$ cat config.mk
export PLATFORM = sky130hd
export DESIGN_NAME = fp_add_wb
export DESIGN_NICKNAME = d
export VERILOG_FILES = /design/src/rtl/fp_add_wb_pkg.sv /design/src/rtl/fp_res_fifo.sv /design/src/rtl/fp_add_wb.sv
export SDC_FILE = /design/constraint.sdc
export NUM_CORES = 1
export LEC_CHECK = 0
export BUFFER_PORTS_ARGS = -buffer_cell sky130_fd_sc_hd__buf_2
export CAP_MARGIN = 20
export CELL_PAD_IN_SITES_DETAIL_PLACEMENT = 1
export CELL_PAD_IN_SITES_GLOBAL_PLACEMENT = 2
export CORE_MARGIN = 8
export CORE_UTILIZATION = 46
export DETAILED_ROUTE_END_ITERATION = 7
export PLACE_DENSITY_LB_ADDON = 0.1
export SLEW_MARGIN = 10
export SYNTH_ARGS = -nofsm -noshare
export SYNTH_HDL_FRONTEND = slang
export SYNTH_SLANG_ARGS = --single-unit
$ cat constraint.sdc
create_clock -name clk -period 7.5 [get_ports clk]
set_clock_uncertainty 0.15 [all_clocks]
set_input_delay 0.375 -clock clk [delete_from_list [all_inputs] [get_ports clk]]
set_output_delay 0.375 -clock clk [all_outputs]
set_load 0.01 [all_outputs]
$ cat src/rtl/fp_add_wb_pkg.sv
// Shared FP definitions for the adder writeback path: exception-flag bit layout and packing helper.
// Flag vector order is {inv, ov, un, inexact}, matching the CSR fflags field.
package fp_add_wb_pkg;

  localparam int FLG_W   = 4;
  localparam int FLG_INV = 3;
  localparam int FLG_OV  = 2;
  localparam int FLG_UN  = 1;
  localparam int FLG_NX  = 0;

  function automatic logic [FLG_W-1:0] pack_flags(input logic inv, input logic ov,
                                                  input logic un, input logic nx);
    logic [FLG_W-1:0] f;
    f          = '0;
    f[FLG_INV] = inv;
    f[FLG_OV]  = ov;
    f[FLG_UN]  = un;
    f[FLG_NX]  = nx;
    return f;
  endfunction

endpackage

$ cat src/rtl/fp_res_fifo.sv
// Circular result FIFO with registered head, flush and count; a push lands one cycle later (no fall-through).
// Push and pop in the same cycle both take effect, including when full; head reads as zero when empty.
module fp_res_fifo
#(
  parameter int W     = 36,
  parameter int DEPTH = 4,
  parameter int PTRW  = 2
) (
  input  logic          i_clk,
  input  logic          i_rst_n,
  input  logic          i_push,
  input  logic          i_pop,
  input  logic          i_flush,
  input  logic [W-1:0]  i_din,
  output logic [W-1:0]  o_dout,
  output logic          o_full,
  output logic          o_empty,
  output logic [PTRW:0] o_count
);

  logic [W-1:0]    r_mem [DEPTH];
  logic [PTRW-1:0] r_wptr;
  logic [PTRW-1:0] r_rptr;
  logic [PTRW:0]   r_cnt;
  logic [W-1:0]    r_dout;
  logic [PTRW-1:0] w_rptr_nxt;
  logic [PTRW:0]   w_cnt_nxt;
  logic            w_push;
  logic            w_pop;

  assign o_empty    = (r_cnt == '0);
  assign o_full     = (r_cnt == (PTRW+1)'(DEPTH));
  assign w_pop      = i_pop & ~o_empty;
  assign w_push     = i_push & (~o_full | w_pop);
  assign w_rptr_nxt = r_rptr + PTRW'(w_pop);
  assign w_cnt_nxt  = r_cnt + (PTRW+1)'(w_push) - (PTRW+1)'(w_pop);

  always_ff @(posedge i_clk) begin
    if (w_push && !i_flush) begin
      r_mem[r_wptr] <= i_din;
    end
  end

  // Head register tracks the entry at the next read pointer; when that slot is being
  // written this same edge, the incoming data is forwarded instead of the stale memory word.
  always_ff @(posedge i_clk or negedge i_rst_n) begin
    if (!i_rst_n) begin
      r_wptr <= '0;
      r_rptr <= '0;
      r_cnt  <= '0;
      r_dout <= '0;
    end else if (i_flush) begin
      r_wptr <= '0;
      r_rptr <= '0;
      r_cnt  <= '0;
      r_dout <= '0;
    end else begin
      if (w_push) begin
        r_wptr <= r_wptr + PTRW'(1);
      end
      r_rptr <= w_rptr_nxt;
      r_cnt  <= w_cnt_nxt;
      if (w_cnt_nxt == '0) begin
        r_dout <= '0;
      end else if (w_push && (r_wptr == w_rptr_nxt)) begin
        r_dout <= i_din;
      end else begin
        r_dout <= r_mem[w_rptr_nxt];
      end
    end
  end

  assign o_dout  = r_dout;
  assign o_count = r_cnt;

endmodule

$ cat src/rtl/fp_add_wb.sv
// Writeback stage behind the fixed-latency FP adder: tracks issues, queues results, accumulates sticky fflags.
// Issue-to-res_valid is 3 cycles; issue_ready is a credit check over queued plus in-flight ops, so nothing is lost.
module fp_add_wb
  import fp_add_wb_pkg::*;
#(
  parameter int W     = 32,
  parameter int LAT   = 2,
  parameter int DEPTH = 4,
  parameter int PTRW  = 2
) (
  input  logic             clk,
  input  logic             rst,
  input  logic             issue_valid,
  output logic             issue_ready,
  input  logic [W-1:0]     add_out,
  input  logic             add_ov,
  input  logic             add_un,
  input  logic             add_inv,
  input  logic             add_inexact,
  output logic             res_valid,
  input  logic             res_ready,
  output logic [W-1:0]     res_data,
  output logic [FLG_W-1:0] res_flags,
  output logic [FLG_W-1:0] fflags,
  input  logic             fflags_clr,
  input  logic             flush,
  output logic             busy
);

  localparam logic [PTRW:0] L_DEPTH = (PTRW+1)'(DEPTH);

  logic [LAT-1:0]     r_vp;
  logic [FLG_W-1:0]   r_fflags;
  logic               w_acc;
  logic               w_cap;
  logic               w_push;
  logic               w_pop;
  logic               w_full;
  logic               w_empty;
  logic [PTRW:0]      w_cnt;
  logic [PTRW:0]      w_occ;
  logic [FLG_W-1:0]   w_cap_flags;
  logic [W+FLG_W-1:0] w_head;

  assign w_cap       = r_vp[LAT-1];
  assign w_cap_flags = pack_flags(add_inv, add_ov, add_un, add_inexact);
  assign w_pop       = res_valid & res_ready;

  // Credits: every in-flight op already owns a FIFO slot.
  always_comb begin
    w_occ = w_cnt;
    for (int k = 0; k < LAT; k++) begin
      w_occ = w_occ + (PTRW+1)'(r_vp[k]);
    end
  end

  assign issue_ready = (w_occ < L_DEPTH) & ~flush;
  assign w_acc       = issue_valid & issue_ready;
  assign w_push      = w_cap & ~flush & (~w_full | w_pop);

  always_ff @(posedge clk or negedge rst) begin
    if (!rst) begin
      r_vp <= '0;
    end else if (flush) begin
      r_vp <= '0;
    end else begin
      r_vp[0] <= w_acc;
      for (int k = 1; k < LAT; k++) begin
        r_vp[k] <= r_vp[k-1];
      end
    end
  end

  // A capture dropped by flush contributes no flags; a clear is still honoured.
  always_ff @(posedge clk or negedge rst) begin
    if (!rst) begin
      r_fflags <= '0;
    end else if (w_cap && !flush) begin
      r_fflags <= (fflags_clr ? '0 : r_fflags) | w_cap_flags;
    end else if (fflags_clr) begin
      r_fflags <= '0;
    end
  end

  fp_res_fifo #(
    .W     (W + FLG_W),
    .DEPTH (DEPTH),
    .PTRW  (PTRW)
  ) u_fifo (
    .i_clk   (clk),
    .i_rst_n (rst),
    .i_push  (w_push),
    .i_pop   (w_pop),
    .i_flush (flush),
    .i_din   ({add_out, w_cap_flags}),
    .o_dout  (w_head),
    .o_full  (w_full),
    .o_empty (w_empty),
    .o_count (w_cnt)
  );

  assign res_valid = ~w_empty;
  assign res_data  = w_head[W+FLG_W-1:FLG_W];
  assign res_flags = w_head[FLG_W-1:0];
  assign fflags    = r_fflags;
  assign busy      = (|r_vp) | res_valid;

endmodule

# Word level (Yosys, flattened, before mapping)
# Memory sizes are Yosys's and may differ from the RTL's.
# Index checks and enable logic that the tools add are counted.
[totals]
regBits = 49
ram_bits = 144
input_bits = 42
output_inout_bits = 43
elab_cells = 50
memories = 1
[mem_list]
columns = ["memory", "depth", "width", "read_ports", "rd_ports_with_merged_regs", "wr", "line", "text"]
rows = [
  ["u_fifo.r_mem", 4, 36, 1, 0, 1, "fp_res_fifo.sv:21", "logic [W-1:0] r_mem [DEPTH];"],
]
[op_classes]
addsub = 6
n_lt_le_gt_ge = 1
n_eq_ne = 2
mux = 12
n_bitwise = 14
reduce_logical = 8
[ops]
columns = ["cell", "count"]
rows = [
  ["36-bit two-way mux", 3],
  ["3-bit by 1-bit adder with 3-bit output", 3],
  ["2-bit two-way mux", 4],
  ["4-bit two-way mux", 2],
  ["1-bit AND", 7],
  ["3-bit logical NOT", 2],
  ["4-bit bitwise OR", 1],
  ["3-bit equality test, second input constant", 1],
  ["1-bit logical AND", 3],
  ["3-bit less-than comparator, second input constant", 1],
  ["3-bit two-way mux", 1],
  ["1-bit inverter", 3],
  ["1-bit bitwise OR", 3],
  ["3-bit by 1-bit subtractor with 3-bit output", 1],
  ["2-bit by 1-bit adder with 2-bit output", 1],
  ["2-bit by 1-bit adder with 2-bit output, second input constant", 1],
  ["2-bit equality test", 1],
  ["1-bit two-way mux", 2],
  ["2-bit nonzero test", 1],
  ["2-bit OR reduction", 1],
  ["1-bit logical NOT", 1],
]

# Longest topological paths before layout
[depth]
ltp_word = 11
mapped_depth = 12
mapped_depth_nobuf = 11

# Cells and area by module
# Synthesis repeated with hierarchy kept, for this count alone.
[unflattened]
cells_unflattened = 384
area_unflattened_um2 = 7459.7
[by_module_without_submodules]
columns = ["mod", "instances", "cells_per_inst", "area_each_um2", "seq_area_each_um2"]
rows = [
  ["fp_res_fifo", 1, 352, 7168.1, 5400.2],
  ["fp_add_wb", 1, 32, 291.5, 150.1],
]

# Worst setup path before layout
# No wires, ideal clock.
[synth_timing]
kind = "register -> register"
startpoint = "reg u_fifo.r_cnt[1] (netlist: u_fifo.o_count[1])"
endpoint = "reg u_fifo.r_dout[10] (netlist: u_fifo.o_dout[10])"
setup_ns = 0.126
t_arrival_ns = 2.807
required_ns = 7.224
setup_slack_ns = 4.417
path_stages_with_launch = 13
path_buffers = 1
synth_period_minus_slack_ns = 3.083
path_cell_list = "dfrtp_1 or3_1 and2_1 ha_1 inv_1 ha_1 inv_1 fa_1 xnor3_1 nor2_1 nor3_4 buf_2 nor2_1"
[synth_between]
elab_chain_cells = 11
word_cells_on_any_way = 20
cone_classes = "add/sub: 3; eq/ne: 2; mux: 3; bitwise: 8; reduce/logical: 3; memory: 1"
[synth_rtl]
columns = ["element", "line", "text"]
rows = [
  ["start: declaration", "fp_res_fifo.sv:24", "logic [PTRW:0] r_cnt;"],
  ["start signal: assignment", "fp_res_fifo.sv:62", "r_cnt <= w_cnt_nxt;"],
  ["3-bit logical NOT *", "fp_res_fifo.sv:31", "assign o_empty = (r_cnt == '0);"],
  ["1-bit inverter *", "fp_add_wb.sv:102", "assign res_valid = ~w_empty;"],
  ["net res_valid", "fp_add_wb.sv:20", "output logic res_valid,"],
  ["1-bit AND", "fp_add_wb.sv:47", "assign w_pop = res_valid & res_ready;"],
  ["1-bit bitwise OR or 1-bit AND (tied branches)", "fp_add_wb.sv:59, fp_res_fifo.sv:33", ""],
  ["1-bit AND or 1-bit bitwise OR (tied branches)", "fp_add_wb.sv:59, fp_res_fifo.sv:34", ""],
  ["1-bit AND", "fp_res_fifo.sv:34", "assign w_push = i_push & (~o_full | w_pop);"],
  ["3-bit by 1-bit adder with 3-bit output", "fp_res_fifo.sv:36", "assign w_cnt_nxt = r_cnt + (PTRW+1)'(w_push) - (PTRW+1)'(w_pop);"],
  ["3-bit by 1-bit subtractor with 3-bit output", "fp_res_fifo.sv:36", ""],
  ["3-bit logical NOT", "fp_res_fifo.sv:63", "if (w_cnt_nxt == '0) begin"],
  ["36-bit two-way mux *", "fp_res_fifo.sv:63", ""],
  ["36-bit two-way mux *", "fp_res_fifo.sv:52", "end else if (i_flush) begin"],
  ["end signal: assignment", "fp_res_fifo.sv:66", "r_dout <= i_din;"],
  ["end signal: assignment", "fp_res_fifo.sv:68", "r_dout <= r_mem[w_rptr_nxt];"],
  ["end: declaration", "fp_res_fifo.sv:25", "logic [W-1:0] r_dout;"],
]
# The timed path passes the listed nets; every way through them passes the cells marked *.
# A chain may end at the register's enable or synchronous reset.

# Worst setup path in the final report
[layout_timing]
startpoint = "reg u_fifo.r_cnt[1] (netlist: u_fifo.o_count[1])"
endpoint = "reg u_fifo.r_dout[16] (netlist: u_fifo.o_dout[16])"
[layout_between]
elab_chain_cells = 11
word_cells_on_any_way = 20
cone_classes = "add/sub: 3; eq/ne: 2; mux: 3; bitwise: 8; reduce/logical: 3; memory: 1"
[layout_rtl]
columns = ["element", "line"]
rows = [
  ["3-bit logical NOT", "fp_res_fifo.sv:31"],
  ["1-bit inverter", "fp_res_fifo.sv:33, fp_add_wb.sv:102"],
  ["1-bit AND", "fp_add_wb.sv:47"],
  ["1-bit bitwise OR or 1-bit AND (tied branches)", "fp_add_wb.sv:59, fp_res_fifo.sv:33"],
  ["1-bit AND or 1-bit bitwise OR (tied branches)", "fp_add_wb.sv:59, fp_res_fifo.sv:34"],
  ["1-bit AND", "fp_res_fifo.sv:34"],
  ["3-bit by 1-bit adder with 3-bit output", "fp_res_fifo.sv:36"],
  ["3-bit by 1-bit subtractor with 3-bit output", "fp_res_fifo.sv:36"],
  ["3-bit logical NOT", "fp_res_fifo.sv:63"],
  ["36-bit two-way mux *", "fp_res_fifo.sv:63"],
  ["36-bit two-way mux *", "fp_res_fifo.sv:52"],
]
# Every way passes the cells marked *; elsewhere a longest branch is shown, timed or not.

==> reports/qor.csv <==
metric,value,unit
status,completed,
DRC errors left,0,
Syn Area/Cell,19.9,um^2
min-delay worst type,in2reg,
Total Wirelength,14800,um
CP max stage cell,buf_4,
clk slew on worst S/H paths,0.07,ns
first-pass GRT wire length,23500,um
Max stage delay on crit path,0.50,ns
RSZ-0062 raised after global routing,false,
initial antenna violation count,0,
Synth Register Bits,193,
share of cells above drive strength 1,0.355,
ys flop type,edfxtp_1,
grt met1 use,0.197,
fin crit share,0.450,
total of max-cap violations,0,
wire per inst,21.2,um
width of the die,143,um
I/O Pins,85,
relative slew slack,0.288,
Yosys warnings,0,
"most common cell after layout, fill and taps aside",edfxtp_1,
met2 Use GR,0.255,
site row count,46,
worst path required time,7.62,ns
Cell Pwr Density,367,mW/mm^2
fin. max-slew vios,0,
most frequent cells in the layout,"144 x edfxtp_1, 84 x buf_2, 49 x dfrtp_1",
DR vias,3642,
Overall Global Routing Usage,0.156,
Unique masters post-synth,31,
total CTS buffers,17,
First-pass DRT Iterations,4,
worst path cell trace,"or3_1, and2_1, ha_1, inv_1, ha_1, inv_1, fa_1, xnor3_1, nor2_1, nor3_4, buf_4, nor2_1",
CTS tree,built,
R2R Setup Slk,4.13,ns
final core utilization,0.547,
largest net degree at the start of global routing,50,
Setup Crit Path Kind,reg2reg,
most used routing layer,met2,
post-DP HPWL,8550,um
GRT met3 Usage,0.0431,
CTS root buffer,clkbuf_16,
Tmin final,3.37,ns
Critical Path AT,3.50,ns
hold_sp,add_out[23],
"Seq/Total Area, Yosys",0.744,
Pleak,3.19,nW
CP Capture Type,flip-flop,
die height,143,um
worst hold path depth,1,
Ant. Diodes,0,
Core Area,0.0159,mm^2
R2R cell count,12,
port bufs,84,
initial drt markers,191,
Final GP Congestion,0.743,
Crit Path Max Fanout,36,
Starting Density,0.470,
Synth Net Count,425,
synthesized instance count,374,
mapped cell area,0.00746,mm^2
post-route setup TNS,0,ns
fmax,296,MHz
CP startpoint kind,flip-flop,
Reg2Reg Capture Point,u_fifo.o_dout[16],
area delta synth->final,16.6,%
Final ANT Viol Nets,0,
htree depth,4,
VDD IR max,0.532,mV
Hold Fails Final Rpt,0,
worst r2r src,u_fifo.o_count[1],
clk sinks,193,
nets,520,
"EDFF count, synth",144,
CTS max path bufs,2,
grt ovf,0,
final number of setup-violating endpoints,0,
worst slew pin tran,1.07,ns
"FFs w/ async S/R, synth",0.254,
vias per inst,5.22,
via count of the first global-routing pass,4172,
die area,0.0205,mm^2
Hold EP,u_fifo.r_mem[0][27],
Worst-Skew Late Latency,0.42,ns
through the flow:
| step | cells | hold slack, ns | total power, mW | setup WS (ns) | area [um^2] |
|---|---|---|---|---|---|
| 2_1_floorplan | 374 | -0.0706 | 2.05 | 4.42 | 7460 |
| 3_3_place_gp | 664 | 0.353 | 2.33 | 4.16 | 8100 |
| 3_5_place_dp | 664 | 0.366 | 2.35 | 4.08 | 8100 |
| 4_1_cts | 698 | 0.0210 | 3.24 | 4.06 | 8700 |
| 5_1_grt | 698 | 0.0269 | 3.37 | 3.87 | 8700 |
| 6_report | 698 | 0.0339 | 3.19 | 4.13 | 8700 |
worst max-delay path by stage:
stage	from	end	cells past startpoint
final	u_fifo.o_count[1]	u_fifo.o_dout[16]	12
after global routing	u_fifo.o_count[1]	u_fifo.o_dout[32]	12
after CTS	u_fifo.o_count[1]	u_fifo.o_dout[32]	12
after detailed placement	u_fifo.o_count[1]	u_fifo.o_dout[32]	12
after global placement	flush	u_fifo.o_dout[32]	11
after floorplan	u_fifo.o_count[1]	u_fifo.o_dout[10]	12
layer usage:
metal	share of wire	vias up
met1	0.43	1924
li1	-	1630
met4	0.012	0
met5	0	-
met3	0.051	15
met2	0.51	73
timing repair:
item                      CTS  global route
gates resized for setup     0             0
setup buffers               0             0
hold endpoints to repair   50             0
hold buffers                2             0
cells by family after synthesis:
family / Yosys count / share of synthesized area
AOI/OAI and AO/OA: 9 / 0.00738
xor gates and xnor gates: 4 / 0.00956
adders and majority gates: 9 / 0.0161
buffers and inverters: 24 / 0.0213
DFF: 193 / 0.744
muxes: 72 / 0.157
and+or+nand+nor: 63 / 0.0445
worst max-delay path: cells and delay by family (launching register included):
kind / cells / cell delay (ns)
XOR/XNOR: 1 / 0.22
adder cells (fa/ha/maj): 3 / 0.82
buffers and inverters: 3 / 0.62
AND/OR/NAND/NOR: 5 / 0.96
flip-flops: 1 / 0.46
cells in the mapped netlist (all sizes together) (2+ instances only):
cell / instances / area share
edfxtp: 144 / 0.58
dfrtp: 49 / 0.16
nor2: 39 / 0.023
mux2i: 36 / 0.048
mux4: 36 / 0.11
buf: 14 / 0.016
inv: 9 / 0.0045
ha: 8 / 0.013
and2: 6 / 0.0050
nand2: 5 / 0.0025
nor2b: 5 / 0.0042
o21ai: 4 / 0.0027
a21o: 3 / 0.0030
nor3: 2 / 0.0029
or3: 2 / 0.0017
xor2: 2 / 0.0034
where the power goes:
group / switching [mW] / total (mW) / internal (mW)
Clock: 0.372 / 0.892 / 0.520
Combinational: 0.541 / 1.01 / 0.467
Sequential: 0.0372 / 1.29 / 1.25
Total: 0.950 / 3.19 / 2.24
state kept, by name (all words and copies together) (netlist names):
signal          count
u_fifo.o_count      3
u_fifo.r_wptr       2
r_vp                2
u_fifo.r_rptr       2
u_fifo.r_mem      144
fflags              4
u_fifo.o_dout      36
layout make-up:
cell class / count / area (um^2)
inverter: 9 / 33.8
clock inverter: 12 / 141
tap: 216 / 270
sequential: 193 / 5550
multi-input combinational: 157 / 1790
timing repair buffer: 91 / 478
clock buffer: 20 / 437
fill: 1478 / 7190
(Power assumes the default switching activity.)
